## src/rtl/cpu_clk_pkg.sv

```systemverilog
// cpu_clk_pkg: shared types, default parameters and the half-period tap helper
// for the CPU clock controller.
package cpu_clk_pkg;

    typedef enum logic [1:0] {
        S_HALT = 2'd0,
        S_RUN  = 2'd1,
        S_STEP = 2'd2
    } state_e;

    localparam int DEF_CNT_W    = 32;
    localparam int DEF_SEL_W    = 1;
    localparam int DEF_TAP_BASE = 26;
    localparam int DEF_TAP_STEP = 3;
    localparam int DEF_CYC_W    = 32;
    localparam int DEF_DB_W     = 20;

    // log2 of the half-period (in CLK cycles) for a given rate select
    function automatic int tap_of(input int sel,
                                  input int tap_base = DEF_TAP_BASE,
                                  input int tap_step = DEF_TAP_STEP);
        return tap_base + sel * tap_step;
    endfunction

endpackage

```

## src/rtl/cpu_clk_ctrl_step_debounce.sv

```systemverilog
// step_debounce: 2-FF synchroniser followed by a stability-window debouncer.
// The output level follows the synchronised input only after it has held a
// new value for 2^DB_W consecutive CLK cycles.
module step_debounce #(
    parameter int DB_W = 20
) (
    input  logic clk,
    input  logic rst,
    input  logic din,
    output logic dout
);

    logic            sync1_q, sync1_d;
    logic            sync2_q, sync2_d;
    logic            db_q, db_d;
    logic [DB_W-1:0] cnt_q, cnt_d;

    // synchroniser shift and stability counter; counter restarts on any bounce
    always_comb begin
        sync1_d = din;
        sync2_d = sync1_q;
        db_d    = db_q;
        cnt_d   = '0;
        if (sync2_q != db_q) begin
            if (cnt_q == {DB_W{1'b1}}) begin
                db_d  = sync2_q;
                cnt_d = '0;
            end else begin
                cnt_d = cnt_q + 1'b1;
            end
        end
    end

    // state registers
    always_ff @(posedge clk or posedge rst) begin
        if (rst) begin
            sync1_q <= 1'b0;
            sync2_q <= 1'b0;
            db_q    <= 1'b0;
            cnt_q   <= '0;
        end else begin
            sync1_q <= sync1_d;
            sync2_q <= sync2_d;
            db_q    <= db_d;
            cnt_q   <= cnt_d;
        end
    end

    assign dout = db_q;

endmodule

```

## src/rtl/cpu_clk_ctrl.sv

```systemverilog
// cpu_clk_ctrl: divides the board clock down to a 50% duty CPU clock with a
// selectable rate, run/halt control and single-step. CPU_EN pulses for one
// CLK cycle on each CLK_CPU rise and CYC_CNT counts those rises.
// Build option: define CPU_CLK_DEBOUNCE_EN to synchronise and debounce STEP;
// otherwise STEP is taken as a clean, synchronous level.
// DBG_STATE exposes the FSM state.
module cpu_clk_ctrl
    import cpu_clk_pkg::*;
#(
    parameter int CNT_W    = DEF_CNT_W,
    parameter int SEL_W    = DEF_SEL_W,
    parameter int TAP_BASE = DEF_TAP_BASE,
    parameter int TAP_STEP = DEF_TAP_STEP,
    parameter int CYC_W    = DEF_CYC_W,
    parameter int DB_W     = DEF_DB_W
) (
    input  logic             CLK,
    input  logic             RST,
    input  logic [SEL_W-1:0] SEL,
    input  logic             RUN,
    input  logic             STEP,
    output logic             CLK_CPU,
    output logic             CPU_EN,
    output logic             HALTED,
    output logic [CYC_W-1:0] CYC_CNT,
    output state_e           DBG_STATE
);

    if (TAP_BASE + (2 ** SEL_W - 1) * TAP_STEP >= CNT_W) begin : g_bad_tap
        $fatal(1, "cpu_clk_ctrl: largest half-period tap does not fit in CNT_W");
    end
    if (DB_W < 1) begin : g_bad_db
        $fatal(1, "cpu_clk_ctrl: DB_W must be at least 1");
    end

    // half-period minus one, in CLK cycles, for a rate select value
    function automatic logic [CNT_W-1:0] half_m1(input logic [SEL_W-1:0] s);
        logic [CNT_W-1:0] one;
        one = {{(CNT_W-1){1'b0}}, 1'b1};
        return (one << tap_of(int'(s), TAP_BASE, TAP_STEP)) - one;
    endfunction

    logic step_lvl;

`ifdef CPU_CLK_DEBOUNCE_EN
    step_debounce #(
        .DB_W(DB_W)
    ) u_step_db (
        .clk (CLK),
        .rst (RST),
        .din (STEP),
        .dout(step_lvl)
    );
`else
    assign step_lvl = STEP;
`endif

    state_e           state_q, state_d;
    logic [CNT_W-1:0] hcnt_q, hcnt_d;
    logic [CNT_W-1:0] hm1_q, hm1_d;     // active half-period minus one
    logic [SEL_W-1:0] sel_q, sel_d;
    logic             clk_q, clk_d;
    logic             en_q, en_d;
    logic [CYC_W-1:0] cyc_q, cyc_d;
    logic             stop_q, stop_d;   // RUN=0 seen while running
    logic             runs_q, runs_d;   // RUN=1 seen during a step
    logic             stp_prev_q, stp_prev_d;
    logic             step_req;
    logic             toggle;

    assign step_req = step_lvl & ~stp_prev_q;
    assign toggle   = (hcnt_q == hm1_q);

    // next-state, half-period counting and output generation
    always_comb begin
        state_d    = state_q;
        hcnt_d     = hcnt_q;
        hm1_d      = hm1_q;
        sel_d      = sel_q;
        clk_d      = clk_q;
        en_d       = 1'b0;
        cyc_d      = cyc_q;
        stop_d     = stop_q;
        runs_d     = runs_q;
        stp_prev_d = step_lvl;
        case (state_q)
            S_HALT: begin
                hcnt_d = '0;
                clk_d  = 1'b0;
                stop_d = 1'b0;
                runs_d = 1'b0;
                // preload so the first rise comes on the next edge
                if (RUN || step_req) begin
                    state_d = RUN ? S_RUN : S_STEP;
                    sel_d   = SEL;
                    hm1_d   = half_m1(SEL);
                    hcnt_d  = half_m1(SEL);
                end
            end
            S_RUN, S_STEP: begin
                if (state_q == S_RUN && !RUN) stop_d = 1'b1;
                if (state_q == S_STEP && RUN) runs_d = 1'b1;
                if (toggle) begin
                    hcnt_d = '0;
                    clk_d  = ~clk_q;
                    if (!clk_q) begin
                        // rise: new period length takes effect here only
                        en_d  = 1'b1;
                        cyc_d = cyc_q + {{(CYC_W-1){1'b0}}, 1'b1};
                        hm1_d = half_m1(sel_q);
                    end else begin
                        // fall: sample rate for the next period, decide halt
                        sel_d  = SEL;
                        stop_d = 1'b0;
                        runs_d = 1'b0;
                        if (state_q == S_RUN) begin
                            state_d = (stop_q || !RUN) ? S_HALT : S_RUN;
                        end else begin
                            state_d = (runs_q || RUN) ? S_RUN : S_HALT;
                        end
                    end
                end else begin
                    hcnt_d = hcnt_q + 1'b1;
                end
            end
            default: begin
                state_d = S_HALT;
                clk_d   = 1'b0;
                hcnt_d  = '0;
            end
        endcase
    end

    // state register
    always_ff @(posedge CLK or posedge RST) begin
        if (RST) begin
            state_q    <= S_HALT;
            hcnt_q     <= '0;
            hm1_q      <= '0;
            sel_q      <= '0;
            clk_q      <= 1'b0;
            en_q       <= 1'b0;
            cyc_q      <= '0;
            stop_q     <= 1'b0;
            runs_q     <= 1'b0;
            stp_prev_q <= 1'b0;
        end else begin
            state_q    <= state_d;
            hcnt_q     <= hcnt_d;
            hm1_q      <= hm1_d;
            sel_q      <= sel_d;
            clk_q      <= clk_d;
            en_q       <= en_d;
            cyc_q      <= cyc_d;
            stop_q     <= stop_d;
            runs_q     <= runs_d;
            stp_prev_q <= stp_prev_d;
        end
    end

    assign CLK_CPU   = clk_q;
    assign CPU_EN    = en_q;
    assign HALTED    = (state_q == S_HALT);
    assign CYC_CNT   = cyc_q;
    assign DBG_STATE = state_q;

endmodule

```

## config.mk

```make
export PLATFORM = sky130hd
export DESIGN_NAME = cpu_clk_ctrl
export DESIGN_NICKNAME = d
export VERILOG_FILES = /design/src/rtl/cpu_clk_pkg.sv /design/src/rtl/cpu_clk_ctrl_step_debounce.sv /design/src/rtl/cpu_clk_ctrl.sv
export SDC_FILE = /design/constraint.sdc
export NUM_CORES = 1
export LEC_CHECK = 0
export ABC_AREA = 1
export ABC_CLOCK_PERIOD_IN_PS = 3100
export CAP_MARGIN = 20
export CORE_MARGIN = 8
export CORE_UTILIZATION = 58
export DETAILED_ROUTE_END_ITERATION = 12
export GPL_TIMING_DRIVEN = 0
export PLACE_DENSITY_LB_ADDON = 0.05
export SETUP_SLACK_MARGIN = 0.05
export SYNTH_ARGS = -nofsm -noshare
export SYNTH_HDL_FRONTEND = slang
export SYNTH_SLANG_ARGS = --single-unit
```

## constraint.sdc

```tcl
create_clock -name CLK -period 3.1 [get_ports CLK]
set_input_delay 0.62 -clock CLK [delete_from_list [all_inputs] [get_ports CLK]]
set_output_delay 0.62 -clock CLK [all_outputs]
set_load 0.02 [all_outputs]
```

==> impl_metrics.tcl, run 1 <==
set metrics [dict create \
    reg2reg_slack_ns 1.00 \
    postSynthCellCount 638 \
    ys_ff_latch 74 \
    cts-root-buf "clkbuf_8" \
    crit_type "register to output port" \
    post-cts-setup-buffers 0 \
    drive_above_1_share 0.0489 \
    min_from "sel_q" \
    finalNetCount 702 \
    cts_num_sinks 74 \
    io_pins 42 \
    synthMuxAreaShare 0 \
    rsz0062_at_grt "false" \
    post-route-period-util 0.763 \
    finalPower_w 0.00334 \
    clk_latency_ns 0.35 \
    fmax_ghz 0.423 \
    drt.antenna.violating_nets 0 \
    area_growth_pct 16.2 \
    routed_via_density 5.37 \
    placementRows 32 \
    die_height_um 104 \
    max-clock-path-buffers 2 \
    cts_hold_buf 0 \
    fin_cells 798 \
    dp_cells 782 \
    track_usage 0.212 \
    io_buffers 41 \
    finalMaxSlewViolations 0 \
    holdCritPathClass "register to register" \
    dp_hpwl_um 8500 \
    avgSynthCellArea_um2 7.09 \
    cp-start-kind "register" \
    numCtsBuffers 9 \
    drv_cap 0 \
    antenna_found_initial 0 \
    synth.net_count 649 \
    hold_viol 0 \
    synthXorXnorAreaFrac 0.0736 \
    ys_seq_area_frac 0.410 \
    clk_pin_slew_worst_paths_ns 0.07 \
    finalCriticalPeriod_ns 2.36 \
    finalClockSkew_ns 0.0150 \
    cp-end-kind "output port" \
    synthDistinctLibCells 32 \
    setup_violations 0 \
    worstMarginPinSlew_ns 0.581 \
    cts_tree "done" \
    vdd_drop_max_mv 0.696 \
    place_ws_ns 0.598 \
    fillers 677 \
    cts_resized 0 \
    cp_max_fo 5 \
    routed_wl_um 11200 \
    drt_first_pass_iters 5 \
    synth_top_family_by_area "simple AND/OR/NAND/NOR gates" \
    htreeDepth 3 \
    startpoint "DBG_STATE[0]" \
    status "completed" \
    p_leak_nw 2.41 \
    grt_max_degree 53 \
    core_area_mm2 0.00765 \
    yosys_warnings 0 \
    start_util 0.591 \
    die_area_mm2 0.0109 \
    relSlewSlack 0.610 \
    place.gp.congestion 0.965 \
    grt_pass1_vias 4065 \
    cp.required_ns 2.48 \
    syn_area_mm2 0.00452 \
    setup_ws_ns 0.736 \
    synth_compound_area_frac 0.0432 \
    worstSetupEndpoint "HALTED" \
    wl_per_cell_um 14.0 \
    p_per_area_mw_per_mm2 636 \
    reg2reg_to "hcnt_q[17]" \
    yosys.area_share.simple 0.401 \
    antennaDiodeCount 0 \
    cp.arrival_ns 1.74 \
    synth_fa_ha_area_frac 0.0166 \
    r2r_start "hcnt_q[11]" \
    remaining_drc_errors 0 \
    finalSetupTns_ns 0 \
    overflow 0 \
    dieWidth_um 104 \
    drt_iter0_markers 297 \
    num_vias 4285 \
    grt_pass1_wl_um 19300 \
    ff2ff_path_depth 9 \
]
[power breakdown]
| group | switching (W) | internal [W] | leakage, nW |
|---|---|---|---|
| registers | 0.000286 | 0.00120 | 0.968 |
| clock network | 0.000338 | 0.000310 | 0.0872 |
| logic | 0.000792 | 0.000421 | 1.36 |
| total | 0.00142 | 0.00193 | 2.41 |
[Yosys cell counts (all sizes together)]
master / instances / area share
nand2: 237 / 0.20
nor2: 94 / 0.082
dfrtp: 74 / 0.41
inv: 53 / 0.044
nand3: 35 / 0.043
o21ai: 29 / 0.032
nand4: 22 / 0.030
xnor2: 19 / 0.037
xor2: 19 / 0.037
nand3b: 15 / 0.025
nor3: 11 / 0.015
a21oi: 7 / 0.0077
ha: 6 / 0.017
buf: 5 / 0.0075
clkbuf: 5 / 0.0042
nor3b: 2 / 0.0044
a211oi: 1 / 0.0017
and2: 1 / 0.0014
and3: 1 / 0.0014
o21bai: 1 / 0.0017
or2: 1 / 0.0014
[layer usage]
layer / vias up / routed length, um / GRT usage
met3: 11 / 607 / 0.0347
met2: 139 / 4880 / 0.316
met1: 2002 / 5570 / 0.302
met5: - / 0 / 0
li1: 2133 / - / -
met4: 0 / 133 / 0.0724
[sequential cells by signal, summed over array words and instances (netlist names)]
signal,count
stp_prev_q,1
hcnt_q,32
runs_q,1
stop_q,1
CPU_EN,1
DBG_STATE,2
CYC_CNT,32
sel_q,1
CLK_CPU,1
hm1_q,2
[layout make-up]
cell class	count	area, um^2	share of cell area
Buffer	10	52.6	0.0100
Clock buffer	13	149	0.0283
Clock inverter	3	15.0	0.00286
Inverter	53	201	0.0383
Multi-Input combinational cell	501	2420	0.460
Sequential cell	74	1850	0.352
Tap cell	102	128	0.0243
Timing Repair Buffer	42	438	0.0834
[worst max-delay path: stages, from the launching register on]
cell             delay [ns]
dfrtp_1                0.43
inv_1                  0.10
ha_1                   0.24
clkdlybuf4s50_1        0.64
[layout by cell type, fill, tap and decap left out, types with 2 or more instances in the layout]
cell	Yosys	final
buf_2	3	3
nand2_1	234	234
nor2_1	91	91
dfrtp_1	74	74
inv_2	4	4
nand4_1	22	22
clkdlybuf4s50_1	0	41
inv_1	49	48
clkbuf_1	5	8
ha_1	6	6
clkinv_2	0	3
nand2_2	3	3
xnor2_1	19	19
nand3b_1	15	15
nand3_1	33	33
clkbuf_8	0	10
nor3_1	10	10
nor2_4	2	2
a21oi_1	7	7
xor2_1	19	19
o21ai_0	28	28
[per-stage QoR]
stage	util	hold slack [ns]	instance area, um^2
finish	0.687	0.474	5250
detailed placement	0.666	0.461	5090
global placement	0.662	0.457	5060
CTS	0.687	0.478	5250
floorplan	-	0.442	4520
global route	0.687	0.498	5250
[kinds of logic after synthesis]
group,Yosys count
and+or+nand+nor,419
adders and majority gates,6
buffers and inverters,63
xor gates and xnor gates,38
DFF,74
AOI/OAI and AO/OA,38
[how the worst min path moves through the flow]
stage,end,slack [ns],depth (start not counted)
finish,sel_q,0.47,2
global route,sel_q,0.50,2
CTS,sel_q,0.48,2
detailed placement,sel_q,0.46,2
global placement,sel_q,0.46,2
floorplan,sel_q,0.44,2
(Power assumes the default switching activity.)
==> run 2: changes to the inputs <==
--- a/config.mk
+++ b/config.mk
@@ -6,7 +6,7 @@
 export NUM_CORES = 1
 export LEC_CHECK = 0
 export ABC_AREA = 1
-export ABC_CLOCK_PERIOD_IN_PS = 3100
+export ABC_CLOCK_PERIOD_IN_PS = 2380
 export CAP_MARGIN = 20
 export CORE_MARGIN = 8
 export CORE_UTILIZATION = 58
==> constraint.sdc (replaced) <==
create_clock -name CLK -period 2.38 [get_ports CLK]
set_input_delay 0.476 -clock CLK [delete_from_list [all_inputs] [get_ports CLK]]
set_output_delay 0.476 -clock CLK [all_outputs]
set_load 0.02 [all_outputs]
==> run 2 against run 1 <==
Net effect: setup slack worse by 0.60 ns; utilization up 0.74 points; cell count did not move; die area unchanged; register-to-register slack got worse by 0.77 ns; count of clock-buffer cells in the layout decreased by 3; critical endpoint unchanged.
==> impl_metrics.tcl, run 2 (synthesis gave the netlist of run 1 again) <==
set metrics [dict create \
    htreeDepth 3 \
    remaining_drc_errors 0 \
    cp_max_fo 5 \
    finalPower_w 0.00463 \
    area_growth_pct 17.4 \
    dieWidth_um 104 \
    clk_latency_ns 0.35 \
    drt_iter0_markers 277 \
    post-route-util 0.694 \
    post-cts-setup-buffers 0 \
    p_leak_nw 2.43 \
    vdd_drop_max_mv 0.885 \
    post-route-period-util 0.944 \
    drv_cap 0 \
    r2r_start "CYC_CNT[1]" \
    pwr-share-seq 0.416 \
    cp-end-kind "output port" \
    reg2reg_slack_ns 0.23 \
    placementRows 32 \
    combPwrFrac 0.343 \
    drt_first_pass_iters 5 \
    layout_commonest_cell "nand2_1" \
    finalSetupTns_ns 0 \
    sw_frac_of_total 0.411 \
    cp-start-kind "register" \
    cts_num_sinks 74 \
    finalMaxSlewViolations 0 \
    grt_pass1_wl_um 19800 \
    ff2ff_path_depth 10 \
    fin_hold_ws_ns 0.485 \
    cp.arrival_ns 1.77 \
    io_buffers 41 \
    cts-root-buf "clkbuf_8" \
    routed_wl_um 11600 \
    cts_tree "done" \
    p_per_area_mw_per_mm2 872 \
    p_switching_w 0.00190 \
    wl_per_cell_um 14.5 \
    numCtsBuffers 9 \
    worstMarginPinSlew_ns 0.838 \
    cp.required_ns 1.90 \
    track_usage 0.218 \
    cts_resized 0 \
    finalNetCount 702 \
    hold_viol 0 \
    max-clock-path-buffers 2 \
    num_vias 4361 \
    crit_type "register to output port" \
    drt.antenna.violating_nets 0 \
    cts_hold_buf 0 \
    antennaDiodeCount 0 \
    dp_hpwl_um 8730 \
    die_height_um 104 \
    reg2reg_to "CYC_CNT[28]" \
    holdCritPathClass "register to register" \
    routed_via_density 5.46 \
    pwr-share-clk 0.240 \
    overflow 0 \
    final_cell_mix "234 x nand2_1, 91 x nor2_1, 74 x dfrtp_1" \
    p_int_w 0.00272 \
    antenna_found_initial 0 \
    relSlewSlack 0.440 \
    min_to "sel_q" \
    io_pins 42 \
    rsz0062_at_grt "false" \
    clk_pin_slew_worst_paths_ns 0.08 \
    finalClockSkew_ns 0.0167 \
    status "completed" \
    drive_above_1_share 0.0532 \
    fmax_ghz 0.445 \
    grt_pass1_vias 4173 \
    holdPathStages 2 \
    setup_violations 0 \
    place.gp.congestion 0.919 \
    grt_max_degree 39 \
    die_area_mm2 0.0109 \
    finalCriticalPeriod_ns 2.25 \
    min_from "sel_q" \
    core_area_mm2 0.00765 \
    start_util 0.591 \
]
==> run 2: cell types whose count changed in the layout (fill, tap and decap cells not counted), sizes merged <==
| cell | change |
|---|---|
| clkbuf | -3 |
| clkinvlp | +3 |
| bufinv | +2 |
| clkinv | -2 |
==> run 2: final cells by class <==
cell class / instances / area, um^2
multi-input cells: 501 / 2420
repair buffers: 42 / 430
clock buffers: 10 / 138
clock inverters: 6 / 88.8
plain buffers: 10 / 52.6
inverters: 53 / 203
well taps: 102 / 128
fillers: 681 / 2340
flip-flops and latches: 74 / 1850
==> run 2: worst max-delay path by stage <==
stage	start	endpoint	slack, ns	cells after the start
final	DBG_STATE[0]	HALTED	0.13	3
after detailed placement	RUN	hcnt_q[8]	0.04	8
after global placement	RUN	hcnt_q[24]	0.08	8
after CTS	DBG_STATE[0]	HALTED	0.12	3
after global routing	DBG_STATE[0]	HALTED	0.06	3
after floorplan	DBG_STATE[0]	CYC_CNT[11]	0.56	9
==> run 2: metal layers <==
metal,track usage,vias up,share of wire
li1,-,2134,-
met1,0.309,2090,0.48
met2,0.333,126,0.45
met3,0.0384,11,0.053
met4,0.0569,0,0.012
met5,0,-,0
==> run 2: per-stage QoR <==
stage / cell area, um^2 / cells / setup WS, ns
6_report: 5310 / 798 / 0.134
2_1_floorplan: 4530 / 638 / 0.563
4_1_cts: 5310 / 798 / 0.116
5_1_grt: 5310 / 798 / 0.0579
3_3_place_gp: 5060 / 781 / 0.0811
3_5_place_dp: 5080 / 782 / 0.0407
==> run 2: power groups by stage <==
stage | clock [W] | sequential, W | combinational [W]
6_report | 0.00111 | 0.00193 | 0.00159
5_1_grt | 0.00118 | 0.00198 | 0.00180
3_5_place_dp | 0 | 0.00194 | 0.00157
3_3_place_gp | 0 | 0.00193 | 0.00152
4_1_cts | 0.00114 | 0.00192 | 0.00158
2_1_floorplan | 0 | 0.00186 | 0.00118
==> run 2: worst max-delay path, stage by stage, from the launching register on <==
cell             delay (ns)
dfrtp_1                0.43
inv_1                  0.10
ha_1                   0.25
clkdlybuf4s50_1        0.64
